**src/rtl/op_exec_unit_pkg.sv**
```systemverilog
// op_exec_unit_pkg: shared types, opcodes and FSM states for the execution stage
package op_exec_unit_pkg;
  localparam int DATA_W = 32;
  typedef logic [DATA_W-1:0] data_t;
  typedef logic [2*DATA_W-1:0] w_data_t;
  typedef logic [2:0] code_t;
  typedef logic [7:0] uinstr_t;
  localparam code_t OPC_ADD = 3'd0;
  localparam code_t OPC_SUB = 3'd1;
  localparam code_t OPC_MUL = 3'd2;
  localparam code_t OPC_MAC = 3'd3;
  typedef enum logic [1:0] {IDLE, MULT, DONE} exec_state_e;
  typedef struct packed {
    data_t   a;
    data_t   b;
    w_data_t c;
    code_t   op;
    uinstr_t uinstr;
  } bundle_t;
  function automatic logic is_mul(input code_t op);
    return op == OPC_MUL || op == OPC_MAC;
  endfunction
endpackage

```
**src/rtl/op_exec_unit_if.sv**
```systemverilog
// op_exec_unit_if: operand bundle in, result handshake out
interface op_exec_unit_if;
  import op_exec_unit_pkg::*;
  logic    op_valid_i;
  data_t   operand_a_i;
  data_t   operand_b_i;
  w_data_t operand_c_i;
  code_t   op_code_i;
  uinstr_t uinstr_i;
  logic    op_ready_o;
  w_data_t result_o;
  uinstr_t uinstr_o;
  logic    err_o;
  logic    result_valid_o;
  logic    result_ready_i;
  logic    overflow_o;
  modport slave (
    input  op_valid_i, operand_a_i, operand_b_i, operand_c_i, op_code_i, uinstr_i, result_ready_i,
    output op_ready_o, result_o, uinstr_o, err_o, result_valid_o, overflow_o
  );
  modport master (
    output op_valid_i, operand_a_i, operand_b_i, operand_c_i, op_code_i, uinstr_i, result_ready_i,
    input  op_ready_o, result_o, uinstr_o, err_o, result_valid_o, overflow_o
  );
endinterface

```
**src/rtl/op_exec_mul.sv**
```systemverilog
// op_exec_mul: iterative LSB-first shift-add multiplier, product = init_acc + a*b
// OP_EXEC_EARLY_TERM_EN: stop once the remaining multiplier bits are all zero
module op_exec_mul #(parameter int DW = 32) (
  input  logic            clk,
  input  logic            rst,
  input  logic            start,
  input  logic [DW-1:0]   a,
  input  logic [DW-1:0]   b,
  input  logic [2*DW-1:0] init_acc,
  output logic            busy,
  output logic            done,
  output logic [2*DW-1:0] product
);
  localparam int CW = $clog2(DW);
`ifdef OP_EXEC_EARLY_TERM_EN
  localparam bit EARLY = 1'b1;
`else
  localparam bit EARLY = 1'b0;
`endif
  logic [2*DW-1:0] acc, mcand;
  logic [DW-1:0]   mplier;
  logic [CW-1:0]   cnt;
  logic            last;
  // product is the accumulator after the current bit, so it is final on the done cycle
  assign product = acc + (mplier[0] ? mcand : '0);
  assign last = cnt == CW'(DW-1) || (EARLY && mplier[DW-1:1] == '0);
  assign done = busy && last;
  always_ff @(posedge clk) begin
    if (rst) begin
      busy <= 1'b0;
    end else if (start) begin
      acc    <= init_acc;
      mcand  <= {{DW{1'b0}}, a};
      mplier <= b;
      cnt    <= '0;
      busy   <= 1'b1;
    end else if (busy) begin
      acc    <= product;
      mcand  <= mcand << 1;
      mplier <= mplier >> 1;
      cnt    <= cnt + 1'b1;
      busy   <= !last;
    end
  end
endmodule

```
**src/rtl/op_exec_unit.sv**
```systemverilog
// op_exec_unit: ADD/SUB/MUL/MAC execution stage with one-entry pending buffer
// OP_EXEC_EARLY_TERM_EN (in op_exec_mul) shortens MUL/MAC when b has few significant bits
module op_exec_unit import op_exec_unit_pkg::*; #(parameter int DW = DATA_W) (
  input logic           clk,
  input logic           rst_i,
  op_exec_unit_if.slave bus
);
  exec_state_e state;
  bundle_t     pend, in_b, lb;
  logic        pend_valid, launch_pend, launch_in, launch, store;
  logic        mul_busy, mul_done;
  w_data_t     alu, product, result;
  uinstr_t     uinstr;
  logic        err, valid, overflow;
  assign in_b = {bus.operand_a_i, bus.operand_b_i, bus.operand_c_i, bus.op_code_i, bus.uinstr_i};
  // pending bundle has priority over a fresh input
  assign launch_pend = state == IDLE && pend_valid;
  assign launch_in   = state == IDLE && !pend_valid && bus.op_valid_i;
  assign launch      = launch_pend || launch_in;
  assign store       = bus.op_valid_i && !launch_in;
  assign lb          = launch_pend ? pend : in_b;
  assign alu = lb.op == OPC_ADD ? w_data_t'(lb.a) + w_data_t'(lb.b) :
               lb.op == OPC_SUB ? w_data_t'(lb.a) - w_data_t'(lb.b) : '0;
  op_exec_mul #(.DW(DW)) u_mul (
    .clk      (clk),
    .rst      (rst_i),
    .start    (launch && is_mul(lb.op)),
    .a        (lb.a),
    .b        (lb.b),
    .init_acc (lb.op == OPC_MAC ? lb.c : '0),
    .busy     (mul_busy),
    .done     (mul_done),
    .product  (product)
  );
  always_ff @(posedge clk) begin
    if (rst_i) begin
      state      <= IDLE;
      pend_valid <= 1'b0;
      overflow   <= 1'b0;
      valid      <= 1'b0;
      result     <= '0;
      uinstr     <= '0;
      err        <= 1'b0;
    end else begin
      if (store) begin
        if (!pend_valid || launch_pend) begin
          pend       <= in_b;
          pend_valid <= 1'b1;
        end else begin
          overflow <= 1'b1;
        end
      end else if (launch_pend) begin
        pend_valid <= 1'b0;
      end
      case (state)
        IDLE: if (launch) begin
          uinstr <= lb.uinstr;
          err    <= lb.op > OPC_MAC;
          result <= alu;
          valid  <= !is_mul(lb.op);
          state  <= is_mul(lb.op) ? MULT : DONE;
        end
        MULT: if (mul_busy && mul_done) begin
          result <= product;
          valid  <= 1'b1;
          state  <= DONE;
        end
        DONE: if (bus.result_ready_i) begin
          valid <= 1'b0;
          state <= IDLE;
        end
        default: state <= IDLE;
      endcase
    end
  end
  assign bus.op_ready_o     = !pend_valid;
  assign bus.result_o       = result;
  assign bus.uinstr_o       = uinstr;
  assign bus.err_o          = err;
  assign bus.result_valid_o = valid;
  assign bus.overflow_o     = overflow;
endmodule

```
**src/flat_wrapper.sv**
```systemverilog
// flat-port wrapper written by rule: the top's interface ports become plain ports
module op_exec_unit_flat import op_exec_unit_pkg::*;
#(parameter int DW = DATA_W)
  (clk, rst_i, bus_op_valid_i, bus_operand_a_i, bus_operand_b_i, bus_operand_c_i, bus_op_code_i, bus_uinstr_i, bus_result_ready_i, bus_op_ready_o, bus_result_o, bus_uinstr_o, bus_err_o, bus_result_valid_o, bus_overflow_o);
  op_exec_unit_if bus_i ();
  input logic clk;
  input logic rst_i;
  input wire logic [$bits(bus_i.op_valid_i)-1:0] bus_op_valid_i;
  input wire logic [$bits(bus_i.operand_a_i)-1:0] bus_operand_a_i;
  input wire logic [$bits(bus_i.operand_b_i)-1:0] bus_operand_b_i;
  input wire logic [$bits(bus_i.operand_c_i)-1:0] bus_operand_c_i;
  input wire logic [$bits(bus_i.op_code_i)-1:0] bus_op_code_i;
  input wire logic [$bits(bus_i.uinstr_i)-1:0] bus_uinstr_i;
  input wire logic [$bits(bus_i.result_ready_i)-1:0] bus_result_ready_i;
  output wire logic [$bits(bus_i.op_ready_o)-1:0] bus_op_ready_o;
  output wire logic [$bits(bus_i.result_o)-1:0] bus_result_o;
  output wire logic [$bits(bus_i.uinstr_o)-1:0] bus_uinstr_o;
  output wire logic [$bits(bus_i.err_o)-1:0] bus_err_o;
  output wire logic [$bits(bus_i.result_valid_o)-1:0] bus_result_valid_o;
  output wire logic [$bits(bus_i.overflow_o)-1:0] bus_overflow_o;
  assign bus_i.op_valid_i = bus_op_valid_i;
  assign bus_i.operand_a_i = bus_operand_a_i;
  assign bus_i.operand_b_i = bus_operand_b_i;
  assign bus_i.operand_c_i = bus_operand_c_i;
  assign bus_i.op_code_i = bus_op_code_i;
  assign bus_i.uinstr_i = bus_uinstr_i;
  assign bus_i.result_ready_i = bus_result_ready_i;
  assign bus_op_ready_o = bus_i.op_ready_o;
  assign bus_result_o = bus_i.result_o;
  assign bus_uinstr_o = bus_i.uinstr_o;
  assign bus_err_o = bus_i.err_o;
  assign bus_result_valid_o = bus_i.result_valid_o;
  assign bus_overflow_o = bus_i.overflow_o;
  op_exec_unit #(.DW(DW)) u_core (.clk(clk), .rst_i(rst_i), .bus(bus_i));
endmodule
```
**config.mk**
```make
export PLATFORM = sky130hd
export DESIGN_NAME = op_exec_unit_flat
export DESIGN_NICKNAME = d
export VERILOG_FILES = /design/src/rtl/op_exec_unit_pkg.sv /design/src/rtl/op_exec_unit_if.sv /design/src/rtl/op_exec_mul.sv /design/src/rtl/op_exec_unit.sv /design/src/flat_wrapper.sv
export SDC_FILE = /design/constraint.sdc
export NUM_CORES = 1
export LEC_CHECK = 0
export ABC_CLOCK_PERIOD_IN_PS = 27100
export BUFFER_PORTS_ARGS = -buffer_cell sky130_fd_sc_hd__buf_2
export CAP_MARGIN = 15
export CORE_UTILIZATION = 55
export DETAILED_ROUTE_END_ITERATION = 8
export PLACE_DENSITY = 0.75
export SYNTH_ARGS = -nofsm -noshare
export SYNTH_HDL_FRONTEND = slang
export SYNTH_SLANG_ARGS = --single-unit
```
**constraint.sdc**
```tcl
create_clock -name clk -period 27.1 [get_ports clk]
set_input_delay 5.42 -clock clk [delete_from_list [all_inputs] [get_ports clk]]
set_output_delay 5.42 -clock clk [all_outputs]
set_load 0.02 [all_outputs]
```
Yosys cells after proc, flatten, opt, wreduce, memory -nomap -nowiden
Cells that the tools add are included.

storage, ports and cells
  register bits after elaboration = 383
  input port bits = 143
  output and inout port bits = 76
  word-level logic and storage cells = 92

operators by class
  $add $sub $neg = 4
  magnitude comparators = 1
  eq/ne operators = 10
  mux-type cells = 29
  bitwise logic cells = 2
  reductions and logical operators = 28

operators by type and width
  kind                   count
  $mux W64               9
  $mux W139              1
  $pmux W64 S2           1
  $mux W32               3
  $add A64 B64 Y64       1
  $add A32 B32 Y33       1
  $sub A32 B32 Y33       1
  $reduce_and A3 Y1      3
  $mux W1                8
  $mux W2                4
  $reduce_and A2 Y1      4
  $logic_and A1 B1 Y1    7
  $eq A3 B2 Y1 const B   2
  $pmux W2 S3            1
  $reduce_bool A2 Y1     3
  $add A5 B1 Y5 const B  1
  $eq A5 B5 Y1 const B   1
  $mux W5                1
  $logic_not A1 Y1       4
  $ne A2 B1 Y1 const B   2
  $ne A2 B2 Y1 const B   2
  $reduce_and A4 Y1      1
  $eq A3 B1 Y1 const B   1
  $gt A3 B2 Y1 const B   1
  other kinds (8)        11

Longest topological paths before layout
  depth in word-level cells = 8
  mapped depth = 25
  mapped depth without buffers = 18

Hierarchy
From an unflattened synthesis, not the netlist that was laid out.

unflattened totals
  cell total of the unflattened synthesis = 2576
  area total of the unflattened synthesis = 24005.5 µm²

by module, submodules not included
  module        times used  cells an instance  area an instance (µm²)  sequential area each (µm²)
  op_exec_unit  1           1526               12977.4                 5735.5
  op_exec_mul   1           1050               11028.1                 4974.8

Least setup slack after synthesis
OpenSTA, ideal clock, no wires.

  path type = input-to-reg
  start point = in bus_op_code_i[2]
  end point = reg u_core.u_mul.acc[0], enable pin
  setup time = 0.692 ns
  arrival time = 13.408 ns
  data required time = 26.408 ns
  setup slack = 13.001 ns
  cell stages on the path = 7
  path buffers = 2
  cell sequence = nand3b_1 -> o21ai_0 -> and2_0 -> clkbuf_1 -> clkbuf_1 -> nor2_1 -> nor2_1

on the way
  word-level cells in the longest chain between the ends = 6
  elaborated cells on any way between the ends = 7
  those cells by class = 2 x eq/ne; 1 x mux; 4 x reduce/logical

RTL lines
  item                              line                    source
  from (decl)                       flat_wrapper.sv:12      input wire logic [$bits(bus_i.op_code_i)-1:0] bus_op_code_i;
  $mux W139 (*)                     op_exec_unit.sv:21      assign lb = launch_pend ? pend : in_b;
  $eq A3 B2 Y1                      op_exec_unit_pkg.sv:21  return op == OPC_MUL || op == OPC_MAC;
  $logic_or A1 B1 Y1 (*)            op_exec_unit_pkg.sv:21
  $logic_and A1 B1 Y1 (*)           op_exec_unit.sv:27      .start (launch && is_mul(lb.op)),
  $reduce_bool A2 Y1 (no line) (*)  n/a
  $reduce_and A2 Y1 (no line) (*)   n/a
  to (signal assigned)              op_exec_mul.sv:32       acc <= init_acc;
  to (signal assigned)              op_exec_mul.sv:38       acc <= product;
  to (decl)                         op_exec_mul.sv:20       logic [2*DW-1:0] acc, mcand;

Mark *: on every way between the ends. The rest lies on a longest branch, timed or not.
A chain may end at the register's enable or synchronous reset.

Worst setup path in the final report
  start point = in bus_op_valid_i
  end point = reg u_core.u_mul.mcand[44], enable pin

on the way
  word-level cells in the longest chain between the ends = 5

RTL lines
  item                          line                source
  from (decl)                   flat_wrapper.sv:8   input wire logic [$bits(bus_i.op_valid_i)-1:0] bus_op_valid_i;
  $logic_and A1 B1 Y1           op_exec_unit.sv:18  assign launch_in = state == IDLE && !pend_valid && bus.op_valid_i;
  $logic_or A1 B1 Y1            op_exec_unit.sv:19  assign launch = launch_pend || launch_in;
  $logic_and A1 B1 Y1           op_exec_unit.sv:27
  $reduce_bool A2 Y1 (no line)  n/a
  $reduce_and A2 Y1 (no line)   n/a
  to (signal assigned)          op_exec_mul.sv:33   mcand <= {{DW{1'b0}}, a};
  to (signal assigned)          op_exec_mul.sv:39   mcand <= mcand << 1;
  to (decl)                     op_exec_mul.sv:20

Every way passes these cells.

==> results.json <==
{
  "min_from": "u_core.bus.result_o[10]$_SDFFE_PP0P_",
  "drtIter0Drc": 2077,
  "wirelength_mm": 73.2,
  "p_leak_nw": 11.3,
  "met3_usage_pct": 4.30,
  "yosysSeqAreaShare_pct": 44.0,
  "switchingPower_mw": 0.892,
  "grt_max_degree": 97,
  "muxShareOfSynthArea_pct": 2.44,
  "dpl.cell_count": 3352,
  "synthXorXnorAreaFrac_pct": 3.92,
  "cts.clk_slew.worst_paths_ns": 0.06,
  "fin_crit_sh_pct": 33.0,
  "max-cap-violations": 0,
  "critPathLaunchType": "input port",
  "outcome": "finished clean",
  "worst_pin_slew_ns": 1.06,
  "pwr-share-seq_pct": 34.8,
  "critPathKind": "input port to flip-flop",
  "ant_nets": 0,
  "fin_setup_tns_ns": 0,
  "clk_latency_ns": 0.59,
  "antenna_found_initial": 2,
  "critPathMaxFanout": 75,
  "dpl.hpwl_mm": 52.0,
  "fp-row-count": 76,
  "met2_usage_pct": 51.4,
  "period_needed_ns": 8.95,
  "power_frac_clock_pct": 26.1,
  "start_util_pct": 56.1,
  "yosys.area.top_type": "edfxtp_1",
  "synth_area_leaders": "edfxtp_1 (38%), nand2_1 (8.0%), dfxtp_1 (6.5%)",
  "r2r-start": "u_core.pend_valid$_SDFFE_PP0P_",
  "synth_area_mm2": 0.0243,
  "post_cts_buffers": 0,
  "numCtsBuffers": 42,
  "synth_cells": 2685,
  "io_buffer_count": 218,
  "dpl_worst_slack_ns": 17.49,
  "clock_sinks": 383,
  "fmax_ghz": 0.112,
  "fin_cells": 3432,
  "hold_viol_final": 0,
  "r2r.worst_path.cells": 18,
  "ys_ff_latch": 383,
  "drive_above_1_share_pct": 13.2,
  "worst_slack_ns": 18.15,
  "dieArea_mm2": 0.0451,
  "rrSetupSlack_ns": 20.95,
  "io_pins": 219,
  "grt_pass1_wl_mm": 114,
  "gp_congestion": 0.940,
  "slew_violations": 0,
  "syn2layout_area_growth_pct": 11.8,
  "pwr-share-comb_pct": 39.1,
  "cts_resized": 0,
  "dieWidth_um": 212,
  "avgRoutedWirePerCell_um": 21.3,
  "synth_compound_area_share_pct": 19.2,
  "finClkSkew_ns": 0.0251,
  "yosys_warnings": 0,
  "die_h_um": 212,
  "grt_use_met1_pct": 44.9,
  "drcViolationCount": 0,
  "routed_via_density": 6.19,
  "synth_ff_type": "edfxtp_1",
  "hp-class": "flip-flop to flip-flop",
  "htreeDepth": 2,
  "r2r-end": "u_core.bus.result_o[47]$_SDFFE_PP0P_",
  "synth.distinct_cells": 90,
  "required_ns": 27.30,
  "async_flop_share_pct": 0,
  "final_common_cell": "nand2_1",
  "clk_root_buffer_cell": "clkbuf_16",
  "synth_edf_count": 304,
  "first_global_vias": 20500,
  "holdPathEnd": "u_core.bus.result_o[10]$_SDFFE_PP0P_",
  "holdPathStages": 2,
  "slew_headroom_pct": 29.2,
  "ir_drop_mv": 0.0602,
  "nNetsFinal": 3070,
  "powerDensity_mw_per_mm2": 84.4,
  "vias": 21200,
  "synth_top_area_share_pct": 37.5,
  "synth.avg_cell_area_um2": 9.06,
  "rsz0062_at_grt": "false",
  "worstSetupEndpointType": "flip-flop",
  "synth_top_family_by_area": "simple AND/OR/NAND/NOR gates",
  "synth_nets": 2944,
  "p_sw_share_pct": 38.9,
  "cts-hold-fix-buffers": 0,
  "busiest_layer": "met2",
  "cts_tree": "yes",
  "fp.coreArea_mm2": 0.0434,
  "setup-violations-final": 0,
  "firstDrtPassIters": 8,
  "critPathArrivalTime_ns": 9.16,
  "synth_simple_gate_area_share_pct": 20.1,
  "synthAdderAreaFrac_pct": 6.52,
  "clock_path_buffers": 3,
  "globalRouteOverflowTotal": 0,
  "track_usage_pct": 32.4,
  "internal-power_mw": 1.40,
  "mostFrequentLayoutCells": "nand2_1 (515), edfxtp_1 (304), buf_2 (218)"
}
==> cells in the mapped netlist, types with 27 or more instances <==
cell type / count
nand2_1: 517
edfxtp_1: 304
nor2_1: 202
a21oi_1: 179
o21ai_0: 148
clkbuf_1: 139
ha_1: 113
and2_1: 106
dfxtp_1: 79
inv_1: 76
xnor2_1: 69
a21o_1: 66
mux2i_1: 49
nor3_1: 49
nand3_1: 48
a31oi_1: 41
xor2_1: 40
o31ai_1: 27
==> stage by stage <==
step	power (mW)	utilization, %	hold WS [ns]	cell area, um2
floorplan	1.42	-	0.483	24300
global placement	1.67	59.4	0.479	25800
detailed placement	1.69	59.4	0.482	25800
CTS	2.29	62.7	0.493	27200
global route	2.41	62.7	0.513	27200
finish	2.30	62.7	0.494	27200
==> logic make-up (layout without fill, tap and decap cells) <==
family / Yosys count / in the layout
xor gates and xnor gates: 109 / 109
muxes: 57 / 57
other: 0 / 2
adders and majority gates: 127 / 127
AOI/OAI and AO/OA: 701 / 701
buffers and inverters: 240 / 400
and+or+nand+nor: 1068 / 1068
DFF: 383 / 383
==> state kept, by name (all words and copies together) (netlist names) <==
register / cells
u_core.bus.uinstr_o: 8
u_core.u_mul.busy: 1
u_core.bus.err_o: 1
u_core.bus.overflow_o: 1
u_core.pend: 139
u_core.u_mul.cnt: 5
u_core.u_mul.acc: 64
u_core.bus.result_valid_o: 1
u_core.state: 2
u_core.pend_valid: 1
u_core.bus.result_o: 64
u_core.u_mul.mcand: 64
u_core.u_mul.mplier: 32
==> how the worst max path moves through the flow <==
stage | depth (start not counted) | from | slack [ns] | to
finish | 6 | bus_op_valid_i | 18.15 | u_core.u_mul.mcand[44]$_SDFFCE_PP0P_
global placement | 6 | bus_op_valid_i | 17.66 | u_core.u_mul.mplier[22]$_DFFE_PP_
CTS | 6 | bus_op_valid_i | 18.15 | u_core.u_mul.mplier[20]$_DFFE_PP_
floorplan | 7 | bus_op_code_i[2] | 13.00 | u_core.u_mul.acc[0]$_DFFE_PP_
detailed placement | 6 | bus_op_valid_i | 17.49 | u_core.u_mul.mplier[29]$_DFFE_PP_
global route | 6 | bus_op_valid_i | 17.79 | u_core.u_mul.mplier[20]$_DFFE_PP_
==> per-layer routing <==
layer	wire, um	up-vias
met4	2760	0
li1	-	9968
met1	31800	10200
met5	0	-
met3	5380	157
met2	33200	914
==> layout make-up <==
type | count | area, um2
Clock inverter | 13 | 144
Inverter | 78 | 293
Multi-Input combinational cell | 2062 | 12700
Antenna cell | 2 | 5.00
Sequential cell | 383 | 10700
Timing Repair Buffer | 244 | 1290
Tap cell | 585 | 732
Fill cell | 3739 | 16200
Clock buffer | 65 | 1300
==> worst max-delay path: stages <==
cell	delay (ns)
buf_2	0.16
o21a_1	0.69
and2_4	0.79
nor2_1	0.19
nor2_4	0.83
buf_4	0.92
==> power groups by stage <==
| stage | sequential (mW) | combinational (mW) | clock [mW] |
|---|---|---|---|
| after floorplan | 0.852 | 0.571 | 0 |
| after global placement | 0.805 | 0.865 | 0 |
| after detailed placement | 0.808 | 0.884 | 0 |
| after CTS | 0.796 | 0.888 | 0.609 |
| after global routing | 0.805 | 0.979 | 0.627 |
| final | 0.798 | 0.898 | 0.600 |
Power figures use the tool's default switching activity.
